### src/rtl/load_store_unit.sv
// Load/store unit: single-outstanding data-memory access with byte enables,
// load alignment/extension, fault detection and an ack timeout.
module load_store_unit #(
   parameter int ACK_TIMEOUT = 16
) (
   input  logic        clk,
   input  logic        rst_n,
   input  logic        req_valid,
   output logic        req_ready,
   input  logic        req_we,
   input  logic [2:0]  req_funct3,
   input  logic [31:0] req_addr,
   input  logic [31:0] req_wdata,
   input  logic [4:0]  req_rd,
   output logic        mem_req,
   output logic        mem_we,
   output logic [31:0] mem_addr,
   output logic [3:0]  mem_be,
   output logic [31:0] mem_wdata,
   input  logic        mem_ack,
   input  logic [31:0] mem_rdata,
   output logic        rsp_valid,
   output logic        rsp_wb,
   output logic [4:0]  rsp_rd,
   output logic [31:0] rsp_data,
   output logic [1:0]  rsp_fault,
   output logic [1:0]  fsm_state
);

   typedef enum logic [1:0] {IDLE = 2'd0, REQ = 2'd1, RESP = 2'd2} state_t;

   localparam logic [7:0] CNT_LAST = 8'(ACK_TIMEOUT - 1);

   state_t      state;
   logic        we_q;
   logic [2:0]  f3_q;
   logic [1:0]  off_q;
   logic [7:0]  cnt;

   logic        illegal;
   logic        misaligned;
   logic [3:0]  be_n;
   logic [31:0] wdata_n;
   logic [31:0] shifted;
   logic [31:0] ext_data;

   // Handshake: a request transfers on a rising edge where req_valid && req_ready;
   // upstream holds the request stable until then. Responses are never back-pressured.
   assign req_ready = (state == IDLE);
   assign fsm_state = state;

   always_comb begin
      illegal = 1'b0;
      case (req_funct3)
         3'b000, 3'b001, 3'b010: illegal = 1'b0;
         3'b100, 3'b101:         illegal = req_we;
         default:                illegal = 1'b1;
      endcase
      misaligned = ((req_funct3[1:0] == 2'b01) && req_addr[0]) ||
                   ((req_funct3[1:0] == 2'b10) && (req_addr[1:0] != 2'b00));
      be_n    = 4'b1111;
      wdata_n = req_wdata;
      case (req_funct3[1:0])
         2'b00: begin
            be_n    = 4'b0001 << req_addr[1:0];
            wdata_n = {4{req_wdata[7:0]}};
         end
         2'b01: begin
            be_n    = req_addr[1] ? 4'b1100 : 4'b0011;
            wdata_n = {2{req_wdata[15:0]}};
         end
         default: ;
      endcase
   end

   always_comb begin
      shifted  = mem_rdata >> {off_q, 3'b000};
      ext_data = shifted;
      case (f3_q)
         3'b000:  ext_data = {{24{shifted[7]}}, shifted[7:0]};
         3'b001:  ext_data = {{16{shifted[15]}}, shifted[15:0]};
         3'b100:  ext_data = {24'd0, shifted[7:0]};
         3'b101:  ext_data = {16'd0, shifted[15:0]};
         default: ext_data = shifted;
      endcase
   end

   always_ff @(posedge clk or negedge rst_n) begin
      if (!rst_n) begin
         state     <= IDLE;
         we_q      <= 1'b0;
         f3_q      <= 3'd0;
         off_q     <= 2'd0;
         cnt       <= 8'd0;
         mem_req   <= 1'b0;
         mem_we    <= 1'b0;
         mem_addr  <= 32'd0;
         mem_be    <= 4'd0;
         mem_wdata <= 32'd0;
         rsp_valid <= 1'b0;
         rsp_wb    <= 1'b0;
         rsp_rd    <= 5'd0;
         rsp_data  <= 32'd0;
         rsp_fault <= 2'b00;
      end else begin
         case (state)
            IDLE: if (req_valid) begin
               we_q     <= req_we;
               f3_q     <= req_funct3;
               off_q    <= req_addr[1:0];
               rsp_rd   <= req_rd;
               rsp_data <= 32'd0;
               rsp_wb   <= 1'b0;
               if (illegal || misaligned) begin
                  // Faulting requests never reach memory.
                  state     <= RESP;
                  rsp_valid <= 1'b1;
                  rsp_fault <= illegal ? 2'b10 : 2'b01;
               end else begin
                  state     <= REQ;
                  cnt       <= 8'd0;
                  mem_req   <= 1'b1;
                  mem_we    <= req_we;
                  mem_addr  <= {req_addr[31:2], 2'b00};
                  mem_be    <= be_n;
                  mem_wdata <= wdata_n;
               end
            end
            REQ: begin
               // An ack on the last counted cycle still completes normally.
               if (mem_ack || (cnt == CNT_LAST)) begin
                  state     <= RESP;
                  mem_req   <= 1'b0;
                  mem_we    <= 1'b0;
                  rsp_valid <= 1'b1;
                  rsp_fault <= mem_ack ? 2'b00 : 2'b11;
                  rsp_wb    <= mem_ack && !we_q;
                  rsp_data  <= (mem_ack && !we_q) ? ext_data : 32'd0;
               end else begin
                  cnt <= cnt + 8'd1;
               end
            end
            RESP: begin
               state     <= IDLE;
               rsp_valid <= 1'b0;
               rsp_wb    <= 1'b0;
            end
            default: state <= IDLE;
         endcase
      end
   end

endmodule
### config.mk
export PLATFORM = sky130hd
export DESIGN_NAME = load_store_unit
export DESIGN_NICKNAME = d
export VERILOG_FILES = /design/src/rtl/load_store_unit.sv
export SDC_FILE = /design/constraint.sdc
export NUM_CORES = 1
export LEC_CHECK = 0
export ABC_AREA = 1
export CAP_MARGIN = 10
export CORE_UTILIZATION = 48
export CTS_CLUSTER_DIAMETER = 40
export CTS_CLUSTER_SIZE = 28
export DETAILED_ROUTE_END_ITERATION = 8
export PLACE_DENSITY = 0.86
export SYNTH_ARGS = -nofsm -noshare
export SYNTH_HDL_FRONTEND = slang
export SYNTH_SLANG_ARGS = --single-unit
### constraint.sdc
create_clock -name clk -period 4.79 [get_ports clk]
set_clock_uncertainty 0.2 [all_clocks]
set_input_delay 0.958 -clock clk [delete_from_list [all_inputs] [get_ports clk]]
set_output_delay 0.958 -clock clk [all_outputs]
set_load 0.02 [all_outputs]
==> impl_metrics.json <==
{
  "synth.avg_cell_area_sq_um": 7.65,
  "fmax_mhz": 330,
  "p_total_mw": 5.92,
  "fin_crit_ns": 3.03,
  "p_leak_nw": 4.37,
  "setup_violations": 0,
  "ys_seq_area_share_pct": 51.9,
  "synth.most_common_cell": "nand2_1",
  "tightest_slew_ns": 1.10,
  "cp_top_family": "buffers and inverters",
  "drv_slew": 0,
  "top_layer": "met5",
  "criticalPathCategory": "input port to flop",
  "vias": 5966,
  "grt_max_degree": 90,
  "start_kind": "input port",
  "antenna_cells": 0,
  "slowest_stage": "clkdlybuf4s50_1",
  "fill_cells": 931,
  "r2r_start": "off_q[0]",
  "htreeDepth": 4,
  "area_growth_pct": 47.6,
  "tritoncts": "built",
  "avgViaCountPerCell": 5.09,
  "layout.cells.non_filler": 1171,
  "async_reset_ff_share_pct": 100,
  "hold_depth": 2,
  "cts_made_buffers": 17,
  "relSlewSlack_pct": 26.6,
  "synth_simple_gate_area_share_pct": 32.8,
  "ys_top_cells_by_count": "400 x nand2_1, 125 x dfrtp_1, 53 x o21ai_0, 49 x nand3_1, 31 x a21oi_1",
  "worstReg2RegEnd": "rsp_data[27]",
  "peakVddDrop_uv": 419,
  "worst-path-stages": 8,
  "synthMuxAreaShare_pct": 0.934,
  "syn_inst": 788,
  "dp_cells": 1139,
  "clk_latency_ns": 0.41,
  "drtAntennaViolNets": 0,
  "crit_required_ns": 4.93,
  "cp_max_fo": 89,
  "io_pins": 223,
  "final_layout_size_suffix_gt1_share_pct": 6.28,
  "outcome": "finished clean",
  "track_usage_pct": 28.9,
  "hold_viol_final": 0,
  "ff_latch_area_sq_um": 3130,
  "tns_ns": 0,
  "clockRootBuffer": "clkbuf_16",
  "yosysTopAreaCell": "dfrtp_1",
  "wl_um": 17700,
  "met1Wirelength_um": 6820,
  "yosys-top-cells-area": "dfrtp_1 52%, nand2_1 25%, o21ai_0 4.4%, nand3_1 4.1%, a21oi_1 2.6%",
  "syn_area_sq_um": 6030,
  "synth_top_area_share_pct": 51.9,
  "drt-initial-drc-count": 499,
  "dpl.hpwl_um": 12200,
  "hp-start": "rsp_data[3]",
  "worstHoldEndpoint": "rsp_data[3]",
  "synth_cell_types": 30,
  "worstPathCellList": "clkdlybuf4s50_1 -> nor2_4 -> inv_2 -> nand2_2 -> nand4_4 -> buf_4 -> nand2_1 -> o21ai_1",
  "die_area_sq_um": 13000,
  "antenna_found_initial": 1,
  "post-cts-setup-buffer-count": 0,
  "synth_edf_count": 0,
  "start_util_pct": 49.8,
  "post_drt_wl_per_cell_um": 15.1,
  "row_count": 40,
  "ys_ff_latch": 125,
  "fin_crit_sh_pct": 63.3,
  "r2r_cells": 7,
  "route.met3.wl_um": 1810,
  "drtPass1Iterations": 5,
  "synth_fa_ha_area_share_pct": 0.208,
  "overflow": 0,
  "synthFlopType": "dfrtp_1",
  "yosys_warnings": 0,
  "cts-hold-fix-buffers": 0,
  "clk_pin_slew_worst_paths_ns": 0.06,
  "rsz0062_at_grt": "false",
  "io_buffers": 220,
  "drc_errors": 0,
  "multi_input_area_sq_um": 2550,
  "core_sq_um": 12100,
  "arrival_ns": 3.17,
  "cap_violations": 0,
  "gp_congestion": 0.886,
  "grt_pass1_wl_um": 28500,
  "synth_top_family_by_area": "simple AND/OR/NAND/NOR gates",
  "post_cts_resized": 0,
  "yosys.area_share.xor_xnor_pct": 0.145,
  "clock_sink_count": 125,
  "max_stage_delay_ns": 0.77,
  "power_density_nw_per_um2": 665,
  "clk_path_buf_depth": 2,
  "min_path_type": "flop to flop",
  "die_width_um": 114,
  "cp_num_buf_inv": 3,
  "synth_compound_area_share_pct": 8.14,
  "ff2ff_setup_slack_ns": 1.88,
  "met2_wirelength_um": 8700,
  "fin_nets": 1100,
  "crit_path_end_kind": "flop",
  "die_y_um": 114,
  "grt_pass1_vias": 5726
}
worst max-delay path by stage:
stage / slack, ns / from / endpoint
2_1_floorplan: 2.56 / req_funct3[1] / mem_addr[16]
3_3_place_gp: 1.34 / req_funct3[1] / mem_wdata[24]
3_5_place_dp: 1.28 / req_funct3[1] / mem_wdata[7]
4_1_cts: 1.74 / req_funct3[1] / mem_wdata[26]
5_1_grt: 1.53 / req_funct3[1] / mem_wdata[30]
6_report: 1.76 / req_funct3[1] / mem_wdata[11]
where the power goes:
group	switching (mW)	leakage [nW]	total, mW	internal [mW]
clock network	0.488	0.317	1.43	0.938
logic	1.52	2.44	2.66	1.14
registers	0.333	1.61	1.83	1.50
registers in the layout (all words and copies together) (netlist names), 2 cells and up:
register and flops:
cnt 8, f3_q 3, fsm_state 2, mem_addr 30
mem_be 4, mem_wdata 32, off_q 2, rsp_data 32
rsp_fault 2, rsp_rd 5
cell usage in the layout, fill, tap and decap left out, types with 5 or more instances in the layout:
| cell | netlist | routed |
|---|---|---|
| a21oi_1 | 31 | 31 |
| buf_4 | 10 | 5 |
| bufinv_16 | 0 | 5 |
| clkbuf_16 | 0 | 17 |
| clkdlybuf4s50_1 | 0 | 219 |
| dfrtp_1 | 125 | 125 |
| inv_1 | 26 | 26 |
| inv_2 | 5 | 5 |
| mux2_2 | 5 | 5 |
| nand2_1 | 400 | 400 |
| nand2_2 | 5 | 5 |
| nand3_1 | 49 | 49 |
| nor2_1 | 16 | 16 |
| o21ai_0 | 53 | 53 |
| o21ai_1 | 11 | 11 |
through the flow:
stage	setup WS [ns]	hold slack, ns	instance area [sq um]	utilization (%)
2_1_floorplan	2.56	0.254	6030	-
6_report	1.76	0.276	8890	73.4
3_3_place_gp	1.34	0.255	8240	68.0
3_5_place_dp	1.28	0.266	8240	68.0
4_1_cts	1.74	0.282	8890	73.4
5_1_grt	1.53	0.295	8890	73.4
cell families (layout without fill, tap and decap cells):
kind of cell	after synthesis	count (layout)
buffers and inverters	74	288
other	1	2
xor gates and xnor gates	1	1
muxes	5	5
DFF	125	125
and+or+nand+nor	484	484
AOI/OAI and AO/OA	97	97
adders and majority gates	1	1
worst min-delay path, cell delays in order, from the launching register on:
cell	delay [ns]
dfrtp_1	0.34
nand2_1	0.06
nand2_1	0.05
area by class of cell:
class	instances	share of cell area, %
clock buffer	18	4.94
clock inverter	14	2.42
inverter	32	1.35
multi-input combinational	590	28.7
sequential	125	35.2
tap	168	2.36
timing repair buffer	224	25.1
routing by layer:
layer  global-route usage, %  vias to the layer above
met5                       0                        -
met2                    48.0                      269
li1                        -                     2891
met3                    10.9                       35
met1                    33.9                     2769
met4                    11.0                        2
(Power assumes the default switching activity.)
==> RTL edit (same flow settings) <==
`ACK_TIMEOUT`: 16 -> 8.
--- a/src/rtl/load_store_unit.sv
+++ b/src/rtl/load_store_unit.sv
@@ -3,3 +3,3 @@
 module load_store_unit #(
-   parameter int ACK_TIMEOUT = 16
+   parameter int ACK_TIMEOUT = 8
 ) (
Behaviour: same outputs for any inputs over 4 cycles, from zero or initial values and one cycle with rst_n low; that may be too few to reach the edited logic, so the function may still have changed.
==> RTL edit against the unedited design <==
Synthesized area hardly changed; worst setup slack worse by 340 ps; count of clock-buffer cells in the layout is 4 higher; sequential cell count unchanged; cell area down 0.68%; critical path depth is 3 higher; power shrank 4.0%; fmax down 10%; synthesized cell count grew 0.89%; routed wire length decreased by 1.3%; core utilization down 0.50 points; cell count grew 0.85%; critical path type unchanged; critical endpoint is now mem_wdata[24]$_DFFE_PN0P_; highest routed layer is now met4.
==> RTL edit: results (changes against the unedited design) <==
[placement]
pre_cts_ws_ps = 1060  ; was 1280 ps
place_area_um2 = 8240  ; about the same
hpwl_um = 12200  ; about the same

[layout]
nets = 1110  ; was 1,100
inverters = 43  ; was 32
nonClkBufAreaFrac = 0.252  ; was 0.251
seq_cells = 125  ; unchanged
clock_area_frac = 0.0666  ; was 0.0736
multi_input_comb_area_um2 = 2510  ; was 2550 um^2
num-multi-input-gates = 589  ; was 590
area_growth_pct = 46.7  ; was 47.6%
drive_gt1_frac = 0.0592  ; was 0.0628
fillers = 942  ; was 931
clock_buffers = 22  ; was 18

[global_route]
track_usage = 0.280  ; was 0.289
grt_pass1_wl_um = 28200  ; was 28,500 um
antenna_found_initial = 0  ; was 1
grt_max_degree = 74  ; was 90
grt_pass1_vias = 5792  ; was 5,726

[power]
ir_drop_v = 0.000344  ; was 0.000419 V
p_leak_nw = 4.37  ; about the same

[yosys]
synth_common_cells = 395 x nand2_1, 125 x dfrtp_1, 49 x o21ai_0  ; was 400 x nand2_1, 125 x dfrtp_1, 53 x o21ai_0
synth.most_common_cell = nand2_1  ; unchanged
ys_top_cells_by_area = dfrtp_1 52%, nand2_1 25%, o21ai_0 4.1%, nand3_1 3.0%, nor2_1 2.3%  ; was dfrtp_1 52%, nand2_1 25%, o21ai_0 4.4%, nand3_1 4.1%, a21oi_1 2.6%
ys_types = 29  ; was 30
syn_inst = 795  ; was 788
yosysSeqAreaShare = 0.519  ; about the same

[sta]
fin_crit_ps = 3370  ; was 3030 ps
max-slew-margin-rel = 0.336  ; was 0.266
hold_ws_ps = 269  ; was 276 ps

[status]
status = complete, no violations  ; unchanged

[setup_path]
critPathMaxStageDelay_ps = 690  ; was 770 ps
timing.rr.end = rsp_data[18]$_DFFE_PN0P_  ; was rsp_data[27]$_DFFE_PN0P_
worstPathArrival_ps = 3490  ; was 3170 ps
worstPathMaxFanout = 47  ; was 89
rrSetupSlack_ps = 1740  ; was 1880 ps
critPathCapture = mem_wdata[24]$_DFFE_PN0P_  ; was mem_wdata[11]$_DFFE_PN0P_

[detailed_routing]
vias_per_cell = 5.04  ; was 5.09
routed-via-count = 5950  ; was 5,966
drtIter0Drc = 457  ; was 499
routed_wl_um = 17500  ; was 17,700 um

[clocking]
insertion_delay_ps = 410  ; about the same
root_buffer = clkbuf_16  ; unchanged

==> RTL edit: cells by family (layout without fill, tap and decap cells) <==
kind of cell               Yosys count  in the layout  share of synthesized area
AOI/OAI and AO/OA                  101            101                     0.0877
other                                1              2                   0.000623
DFF                                125            125                      0.519
xor gates and xnor gates             1              1                    0.00145
buffers and inverters               82            299                     0.0640
adders and majority gates            1              1                    0.00208
muxes                                5              5                    0.00935
and+or+nand+nor                    479            479                      0.315
==> RTL edit: power by group <==
part	total, mW	internal, mW	switching (mW)	leakage, nW
registers	1.83	1.49	0.341	1.61
logic	2.58	1.11	1.47	2.48
clock network	1.27	0.805	0.468	0.278
==> RTL edit: layer usage <==
metal | wire length [um] | up-vias | part of all wire | global-route usage
met5 | 0 | - | 0 | 0
met4 | 328 | 0 | 0.019 | 0.0961
met3 | 1780 | 29 | 0.10 | 0.0898
met2 | 8210 | 297 | 0.47 | 0.452
met1 | 7160 | 2728 | 0.41 | 0.357
li1 | - | 2896 | - | -
==> RTL edit: worst min-delay path by stage <==
stage	from	to	depth (start not counted)
3_3_place_gp	rsp_data[3]$_DFFE_PN0P_	rsp_data[3]$_DFFE_PN0P_	2
6_report	rsp_data[15]$_DFFE_PN0P_	rsp_data[15]$_DFFE_PN0P_	2
5_1_grt	rsp_data[28]$_DFFE_PN0P_	rsp_data[28]$_DFFE_PN0P_	2
3_5_place_dp	rsp_data[1]$_DFFE_PN0P_	rsp_data[1]$_DFFE_PN0P_	2
4_1_cts	rsp_data[1]$_DFFE_PN0P_	rsp_data[1]$_DFFE_PN0P_	2
2_1_floorplan	f3_q[0]$_DFFE_PN0P_	f3_q[0]$_DFFE_PN0P_	2
==> RTL edit: worst max-delay path: cells and delay by family <==
kind / cells / cell delay (ps)
compound gates: 1 / 100
buf+inv: 5 / 1650
simple gates: 5 / 750
